**config.mk**
```make
export PLATFORM = sky130hd
export DESIGN_NAME = hazard_scoreboard
export DESIGN_NICKNAME = d
export VERILOG_FILES = /design/src/rtl/hazard_pkg.sv /design/src/rtl/haz_src_match.sv /design/src/rtl/hazard_scoreboard.sv
export SDC_FILE = /design/constraint.sdc
export NUM_CORES = 1
export LEC_CHECK = 0
export CORE_MARGIN = 4
export CORE_UTILIZATION = 37
export DETAILED_ROUTE_END_ITERATION = 10
export PLACE_DENSITY = 0.66
export SLEW_MARGIN = 25
export SYNTH_ARGS = -nofsm -noshare
export SYNTH_HDL_FRONTEND = slang
export SYNTH_SLANG_ARGS = --single-unit
```
**constraint.sdc**
```tcl
create_clock -name clk -period 2.4 [get_ports clk]
set_input_delay 0.48 -clock clk [delete_from_list [all_inputs] [get_ports clk]]
set_output_delay 0.48 -clock clk [all_outputs]
set_load 0.01 [all_outputs]
```
**src/rtl/hazard_pkg.sv**
```systemverilog
// Shared types and constants for the hazard scoreboard: pipeline stage entry,
// forwarding select encodings and resolver hazard-input bit positions.
package hazard_pkg;

   // Register indices are stored zero-extended to this width so the stage
   // entry struct can live in the package independent of the top's RW.
   localparam int RW_MAX = 8;

   typedef logic [RW_MAX-1:0] reg_idx_t;

   typedef struct packed {
      logic     valid;
      reg_idx_t rd;
      logic     wr;
      logic     is_load;
   } stage_t;

   localparam logic [1:0] FWD_RF  = 2'b00;
   localparam logic [1:0] FWD_EX  = 2'b01;
   localparam logic [1:0] FWD_MEM = 2'b10;

   localparam int POS_DATA = 7;
   localparam int POS_STR  = 6;
   localparam int POS_CTRL = 4;
   localparam int POS_FWRD = 3;
   localparam int POS_CRCT = 2;

   // True when an in-flight entry writes the register a used source reads.
   // Register 0 never matches when it is hardwired to zero.
   function automatic logic entry_match(stage_t e, reg_idx_t src,
                                        logic src_use, logic r0_zero);
      return src_use & e.valid & e.wr & (e.rd == src) &
             !(r0_zero & (src == '0));
   endfunction

   // Packs the individual hazard flags into the resolver's input vector.
   function automatic logic [7:0] resolver_vec(logic data, logic str,
                                               logic ctrl, logic fwrd,
                                               logic crct);
      logic [7:0] v;
      v           = '0;
      v[POS_DATA] = data;
      v[POS_STR]  = str;
      v[POS_CTRL] = ctrl;
      v[POS_FWRD] = fwrd;
      v[POS_CRCT] = crct;
      return v;
   endfunction

endpackage

```
**src/rtl/haz_src_match.sv**
```systemverilog
// Per-source dependency check against the EX and MEM entries. WB needs no
// check because the register file writes before it is read.
module haz_src_match
   import hazard_pkg::*;
#(
   parameter bit R0_ZERO = 1'b1
) (
   input  reg_idx_t   src,
   input  logic       src_use,
   input  stage_t     ex,
   input  stage_t     mem,
   output logic       hz,
   output logic       fwdable,
   output logic       ld_hit,
   output logic [1:0] sel
);

   logic ex_m;
   logic mem_m;

   assign ex_m  = entry_match(ex,  src, src_use, R0_ZERO);
   assign mem_m = entry_match(mem, src, src_use, R0_ZERO);

   // Youngest producer wins; a load still in EX has no result to forward yet.
   always_comb begin
      hz      = 1'b0;
      fwdable = 1'b0;
      ld_hit  = 1'b0;
      sel     = FWD_RF;
      if (ex_m) begin
         hz      = 1'b1;
         fwdable = !ex.is_load;
         ld_hit  = ex.is_load;
         sel     = ex.is_load ? FWD_RF : FWD_EX;
      end else if (mem_m) begin
         hz      = 1'b1;
         fwdable = 1'b1;
         sel     = FWD_MEM;
      end
   end

endmodule

```
**src/rtl/hazard_scoreboard.sv**
```systemverilog
// Tracks destination registers of instructions in EX/MEM/WB plus a pending
// branch flag and derives the hazard resolver's inputs for the ID instruction.
module hazard_scoreboard
   import hazard_pkg::*;
#(
   parameter int RW      = 3,
   parameter bit R0_ZERO = 1'b1,
   parameter int CNT_W   = 16
) (
   input  logic             clk,
   input  logic             rst,
   input  logic             id_valid,
   input  logic [RW-1:0]    id_rs1,
   input  logic [RW-1:0]    id_rs2,
   input  logic             id_rs1_use,
   input  logic             id_rs2_use,
   input  logic [RW-1:0]    id_rd,
   input  logic             id_wr,
   input  logic             id_is_load,
   input  logic             id_is_store,
   input  logic             id_is_branch,
   input  logic             stall_in,
   input  logic             flush_in,
   input  logic             br_resolved,
   input  logic             br_correct,
   output logic             haz_data,
   output logic             haz_fwrd,
   output logic             haz_str,
   output logic             haz_ctrl,
   output logic             haz_crct,
   output logic [1:0]       fwd_sel_rs1,
   output logic [1:0]       fwd_sel_rs2,
   output logic [CNT_W-1:0] stall_cnt
);

   stage_t ex_q;
   stage_t mem_q;
   stage_t wb_q;
   logic   br_pend;
   logic   crct_q;
   logic   enter;

   logic       hz1, hz2, fw1, fw2, ld1, ld2;
   logic [1:0] sel1, sel2;

   // A flush or stall turns the slot entering EX into a bubble.
   assign enter = id_valid & !stall_in & !flush_in;

   // Stage registers shift every cycle; reset drops every in-flight entry.
   always_ff @(posedge clk) begin
      if (rst) begin
         ex_q  <= '0;
         mem_q <= '0;
         wb_q  <= '0;
      end else begin
         wb_q  <= mem_q;
         mem_q <= ex_q;
         if (enter) begin
            ex_q.valid   <= 1'b1;
            ex_q.rd      <= reg_idx_t'(id_rd);
            ex_q.wr      <= id_wr;
            ex_q.is_load <= id_is_load;
         end else begin
            ex_q <= '0;
         end
      end
   end

   // Branch tracking: a newly entering branch outranks a same-cycle resolve.
   always_ff @(posedge clk) begin
      if (rst) begin
         br_pend <= 1'b0;
         crct_q  <= 1'b0;
      end else begin
         br_pend <= (enter & id_is_branch) | (br_pend & !br_resolved);
         if (br_resolved) begin
            crct_q <= br_correct;
         end
      end
   end

   // Saturating count of frozen cycles.
   always_ff @(posedge clk) begin
      if (rst) begin
         stall_cnt <= '0;
      end else if (stall_in && (stall_cnt != {CNT_W{1'b1}})) begin
         stall_cnt <= stall_cnt + 1'b1;
      end
   end

   haz_src_match #(.R0_ZERO(R0_ZERO)) u_rs1 (
      .src     (reg_idx_t'(id_rs1)),
      .src_use (id_rs1_use),
      .ex      (ex_q),
      .mem     (mem_q),
      .hz      (hz1),
      .fwdable (fw1),
      .ld_hit  (ld1),
      .sel     (sel1)
   );

   haz_src_match #(.R0_ZERO(R0_ZERO)) u_rs2 (
      .src     (reg_idx_t'(id_rs2)),
      .src_use (id_rs2_use),
      .ex      (ex_q),
      .mem     (mem_q),
      .hz      (hz2),
      .fwdable (fw2),
      .ld_hit  (ld2),
      .sel     (sel2)
   );

   // Hazard outputs are combinational from stage state and the ID fields.
   always_comb begin
      haz_data    = id_valid & (hz1 | hz2);
      haz_fwrd    = haz_data & (!hz1 | fw1) & (!hz2 | fw2);
      haz_str     = id_valid & id_is_store & ld2;
      haz_ctrl    = (id_valid & id_is_branch) | br_pend;
      haz_crct    = crct_q;
      fwd_sel_rs1 = id_valid ? sel1 : FWD_RF;
      fwd_sel_rs2 = id_valid ? sel2 : FWD_RF;
   end

   // The load flag of the rs1 check is covered by haz_fwrd; the WB entry is
   // kept only to model the full pipeline depth.
   logic unused_ok;
   assign unused_ok = ^{ld1, wb_q};

endmodule
```
# After elaboration in Yosys (flattened, before gate mapping)
# Cells that the tools add are included.
# word_totals
word_cells	76
ff_bits	39
output_inout_bits	25
in_bits	22
# classes
add_sub_neg	1
bitwise_logic	32
n_mux	15
reduce_logical	12
eq_ne	5
# op_table
cell	n
$eq 8x3->1	4
$and 1x1->1	26
$add 16x1->16 const B	1
$logic_not 8->1	2
$ne 16x16->1 const B	1
$mux 2	6
$mux 11	1
$logic_not 1->1	8
$mux 1	8
$or 1x1->1	5
$reduce_or 2->1	1
$logic_and 1x1->1	1
$not 1->1	1

# Logic depth before layout (Yosys ltp)
# logic_depth
ltp_word	10
ltp_mapped	6
ltp_nobuf	6

# Hierarchy
# Synthesis repeated with hierarchy kept, for this count alone.
# hier_totals
cells_unflattened	201
hier_area_um2	1760.4
# modules_own_cells
mod	n_inst	area_each_um2	cells_per_inst
hazard_scoreboard	1	1257.5	135
haz_src_match	2	251.5	33

# Least setup slack after synthesis
# Ideal clock, no wire load.
# synth_path
path_kind	input to output
from	input id_rs2[2]
to	output haz_fwrd
t_arrival_ps	1678
stages	5
n_path_buf	0
required_ps	1920
setup_slack_ps	242
path_cell_list	or3b_2 a211oi_1 o21ai_0 o2111ai_1 nor3b_1
# synth_between
elab_chain_len	9
# synth_rtl
item	line_no	rtl
start, declared	hazard_scoreboard.sv:14	input logic [RW-1:0] id_rs2,
$eq 8x3->1 or $logic_not 8->1 (tied branches)	hazard_pkg.sv:32, hazard_pkg.sv:33	
$and 1x1->1 or $logic_not 1->1 (tied branches)	hazard_pkg.sv:32, hazard_pkg.sv:33	
$and 1x1->1	hazard_pkg.sv:32	return src_use & e.valid & e.wr & (e.rd == src) &
$mux 1	haz_src_match.sv:35	end else if (mem_m) begin
$mux 1	haz_src_match.sv:30	if (ex_m) begin
$or 1x1->1	hazard_scoreboard.sv:115	haz_data = id_valid & (hz1 | hz2);
$and 1x1->1	hazard_scoreboard.sv:115	
$and 1x1->1	hazard_scoreboard.sv:116	haz_fwrd = haz_data & (!hz1 | fw1) & (!hz2 | fw2);
$and 1x1->1 *	hazard_scoreboard.sv:116	
end, declared	hazard_scoreboard.sv:27	output logic haz_fwrd,
# Mark *: on every way between the ends. The rest lies on a longest branch, timed or not.

# Final worst setup path
# layout_path
from	input id_rs1[1]
to	output haz_fwrd
# layout_between
elab_chain_len	9
# layout_rtl
item	line_no	rtl
start, declared	hazard_scoreboard.sv:13	input logic [RW-1:0] id_rs1,
$eq 8x3->1 or $logic_not 8->1 (tied branches)	hazard_pkg.sv:32, hazard_pkg.sv:33	
$and 1x1->1 or $logic_not 1->1 (tied branches)	hazard_pkg.sv:32, hazard_pkg.sv:33	
$and 1x1->1	hazard_pkg.sv:32	
$mux 1	haz_src_match.sv:35	
$mux 1	haz_src_match.sv:30	
$or 1x1->1 or $logic_not 1->1 (tied branches)	hazard_scoreboard.sv:115, hazard_scoreboard.sv:116	
$and 1x1->1 or $or 1x1->1 (tied branches)	hazard_scoreboard.sv:115, hazard_scoreboard.sv:116	
$and 1x1->1 * (2 in series)	hazard_scoreboard.sv:116	
# Marks and branches as above.

==> results.json <==
{
  "run_status": "finished, final reports clean",
  "crit_required_ns": 1.92,
  "placement.io_buffers": 46,
  "grt_max_degree": 24,
  "cell_depth_of_the_worst_hold_path": 1,
  "finalWirelength_um": 3916,
  "whs_ns": 0.4647,
  "report.final.slew_viol_count": 0,
  "worst-slew-pin-transition_ns": 0.4456,
  "synthDominantAreaCellType": "dfxtp_1",
  "max_cap_violations": 0,
  "cts.sinks": 29,
  "synth_commonest_cells": "dfxtp_1 (29), nor2_1 (24), xor2_1 (12), nand2_1 (10), and2_1 (8)",
  "final_hold_viol_count": 0,
  "detail-route-antenna-nets": 0,
  "yosys.area.top_type_share_pct": 39.90,
  "dominantRegCellSynth": "dfxtp_1",
  "syn-num-nets": 192,
  "seqCellArea_um2": 584.3,
  "worst_min_path_class": "reg2reg",
  "max_freq_ghz": 0.4195,
  "layout_cell_share_with_drive_strength_beyond_1_pct": 19.31,
  "grt_first_pass_wirelength_um": 6796,
  "worstHoldEndpoint": "mem_q[10]",
  "vias": 1455,
  "share_seq_of_total_power_pct": 47.2,
  "netSwitchingFraction_pct": 22.69,
  "die_height_um": 70.71,
  "placed_cells_incl_taps": 272,
  "setup_viol": 0,
  "yosys-top-cells-area": "dfxtp_1 (40%), xor2_1 (7.2%), nor2_1 (6.2%)",
  "crit-reg2reg-launch": "stall_cnt[1]",
  "power.internal_mw": 0.8128,
  "synth_most_common_cell": "dfxtp_1",
  "hp-start": "ex_q[10]",
  "detailed_router_s_first_iteration_violation_count": 52,
  "synthesis.yosys.warnings": 0,
  "critical_path_class": "in2out",
  "gp_congestion": 0.9281,
  "power.clock.fraction_pct": 42.2,
  "first_pass_iters": 4,
  "startpoint_type": "input port",
  "coreArea_mm2": 0.003744,
  "drc_errors": 0,
  "clock_skew_ns": 0.003811,
  "multi_input_area_um2": 884.6,
  "crit_chain": "clkdlybuf4s15_2, or3b_1, a211oi_2, o211ai_1, buf_4, a21boi_2, nor3b_2, buf_2",
  "cp_slowest_stage_delay_ns": 0.37,
  "clock_tree_from_tritoncts": "built",
  "numCtsBuffers": 5,
  "placement_rows": 22,
  "p_comb_share_pct": 10.6,
  "cts_max_path_buffers": 2,
  "ctsHtreeMaxLevel": 2,
  "ys_types": 37,
  "power-per-cell-area_mw_per_mm2": 486.5,
  "worstPathMaxFanout": 5,
  "finalNetCount": 255,
  "routed_wire_length_per_instance_um": 13.94,
  "synth_seq_area_share_pct": 39.90,
  "synth-seq-cells": 29,
  "reg2reg_setup_slack_ns": 0.56,
  "number_of_antenna_diodes": 0,
  "area_growth_syn_to_layout_pct": 48.50,
  "endpoint_kind": "primary output",
  "synthesis.area_mm2": 0.001455,
  "grt_pass1_vias": 1457,
  "cp_slowest_cell": "or3b_1",
  "worstPathArrival_ns": 1.90,
  "layout.filler_cells": 355,
  "number_of_cells_produced_by_synthesis": 169,
  "io_pins": 47,
  "overflow": 0,
  "synth_edf_count": 0,
  "clock_latency_of_the_later_clocked_register_in_the_worst_skew_pair_ns": 0.28,
  "fin_crit_ns": 2.384,
  "global_route.usage.total_pct": 16.84,
  "via_per_inst": 5.178,
  "power.leakage_nw": 0.8575,
  "holdBufCountCts": 0,
  "floorplan.die_area_mm2": 0.005000,
  "total_switching_power_mw": 0.2385,
  "clockRootBuffer": "clkbuf_8",
  "worst_setup_hold_path_clk_slew_ns": 0.06,
  "crit-reg2reg-capture": "stall_cnt[1]",
  "rsz0062_at_grt": "true",
  "dp_hpwl_um": 2905,
  "layout.core_utilization_pct": 57.72,
  "initial_antenna_violation_count": 0,
  "max_slew_margin_pct": 70.21,
  "die_x_um": 70.71,
  "synth.avg_cell_area_um2": 8.610,
  "finalCritPeriodShare_pct": 99.33,
  "initial_utilization_pct": 38.87,
  "async_reset_ff_share_pct": 0,
  "max-vdd-ir-drop_mv": 0.2766,
  "stdcell_count": 281,
  "r2r.worst_path.cells": 5
}
metal layers:
layer | GRT usage (%) | vias up | wire length [um]
li1 | - | 725 | -
met1 | 19.91 | 689 | 1665
met2 | 28.22 | 33 | 1984
met3 | 4.545 | 8 | 195
met4 | 7.933 | 0 | 70
met5 | 0 | - | 0
cell families after synthesis:
kind of cell / count (synthesis) / synth area share (%)
and+or+nand+nor: 85 / 33.10
buffers and inverters: 7 / 1.891
DFF: 29 / 39.90
muxes: 2 / 1.376
adders and majority gates: 1 / 0.8597
xor gates and xnor gates: 17 / 10.23
AOI/OAI and AO/OA: 28 / 12.64
worst max-delay path by stage:
stage / startpoint / end / slack (ns) / depth (start not counted)
final: id_rs1[1] / haz_fwrd / 0.02 / 8
after CTS: id_rs1[1] / haz_fwrd / 0.0004 / 8
after global routing: ex_q[3] / haz_fwrd / -0.10 / 8
after detailed placement: id_rs2[2] / haz_fwrd / -0.76 / 7
after floorplan: id_rs2[2] / haz_fwrd / 0.24 / 5
after global placement: id_rs2[0] / haz_fwrd / -0.70 / 7
cell type report:
cell class              count  share of cell area [%]
inverters                   3                  0.5211
flip-flops and latches     29                   27.04
well taps                  48                   2.779
clock inverters             1                  0.2316
multi-input cells         133                   40.94
clock buffers               7                   4.459
repair buffers             60                   24.03
placed cells by master (no fill, tap or decap), types with 3 or more instances in the layout:
cell	count
a211oi_2	3
a21oi_1	4
and2_1	8
and3_1	7
buf_2	5
buf_4	14
clkbuf_2	4
clkbuf_8	7
clkdlybuf4s50_1	33
dfxtp_1	28
inv_1	3
nand2_1	10
nand3_1	6
nand4_1	5
nor2_1	24
nor2b_1	5
nor3_1	4
o211ai_1	4
o21ai_0	6
xnor2_1	5
xor2_1	12
flip-flops by register name (all words and copies together), names as in the netlist:
| register | count |
|---|---|
| haz_crct | 1 |
| mem_q | 5 |
| stall_cnt | 16 |
| ex_q | 6 |
| br_pend | 1 |
through the flow:
| stage | worst slack [ns] | setup TNS [ns] | cell area (um2) | power, mW |
|---|---|---|---|---|
| 2_1_floorplan | 0.2417 | 0 | 1455 | 0.5417 |
| 3_3_place_gp | -0.6991 | -4.139 | 2057 | 0.6146 |
| 3_5_place_dp | -0.7616 | -4.257 | 2057 | 0.6175 |
| 4_1_cts | 0.0003932 | 0 | 2168 | 1.060 |
| 5_1_grt | -0.1040 | -0.1040 | 2161 | 1.095 |
| 6_report | 0.01614 | 0 | 2161 | 1.051 |
power by group through the flow:
| stage | clock [mW] | combinational [mW] | sequential [mW] |
|---|---|---|---|
| floorplan | 0 | 0.0336 | 0.508 |
| global placement | 0 | 0.107 | 0.508 |
| detailed placement | 0 | 0.110 | 0.508 |
| CTS | 0.453 | 0.110 | 0.496 |
| global route | 0.478 | 0.120 | 0.497 |
| finish | 0.444 | 0.111 | 0.496 |
timing repair:
action / CTS / global route
pin swaps: 11 / 3
setup buffers: 1 / 0
resized for setup: 44 / 7
setup endpoints to repair: 7 / 7
critical path, delay by kind of cell:
kind / cells / cell delay (ns)
buffers and inverters: 3 / 0.52
AO/OA/AOI/OAI: 3 / 0.46
AND/OR/NAND/NOR: 2 / 0.43
No activity file was read; power rests on OpenSTA's default activity.
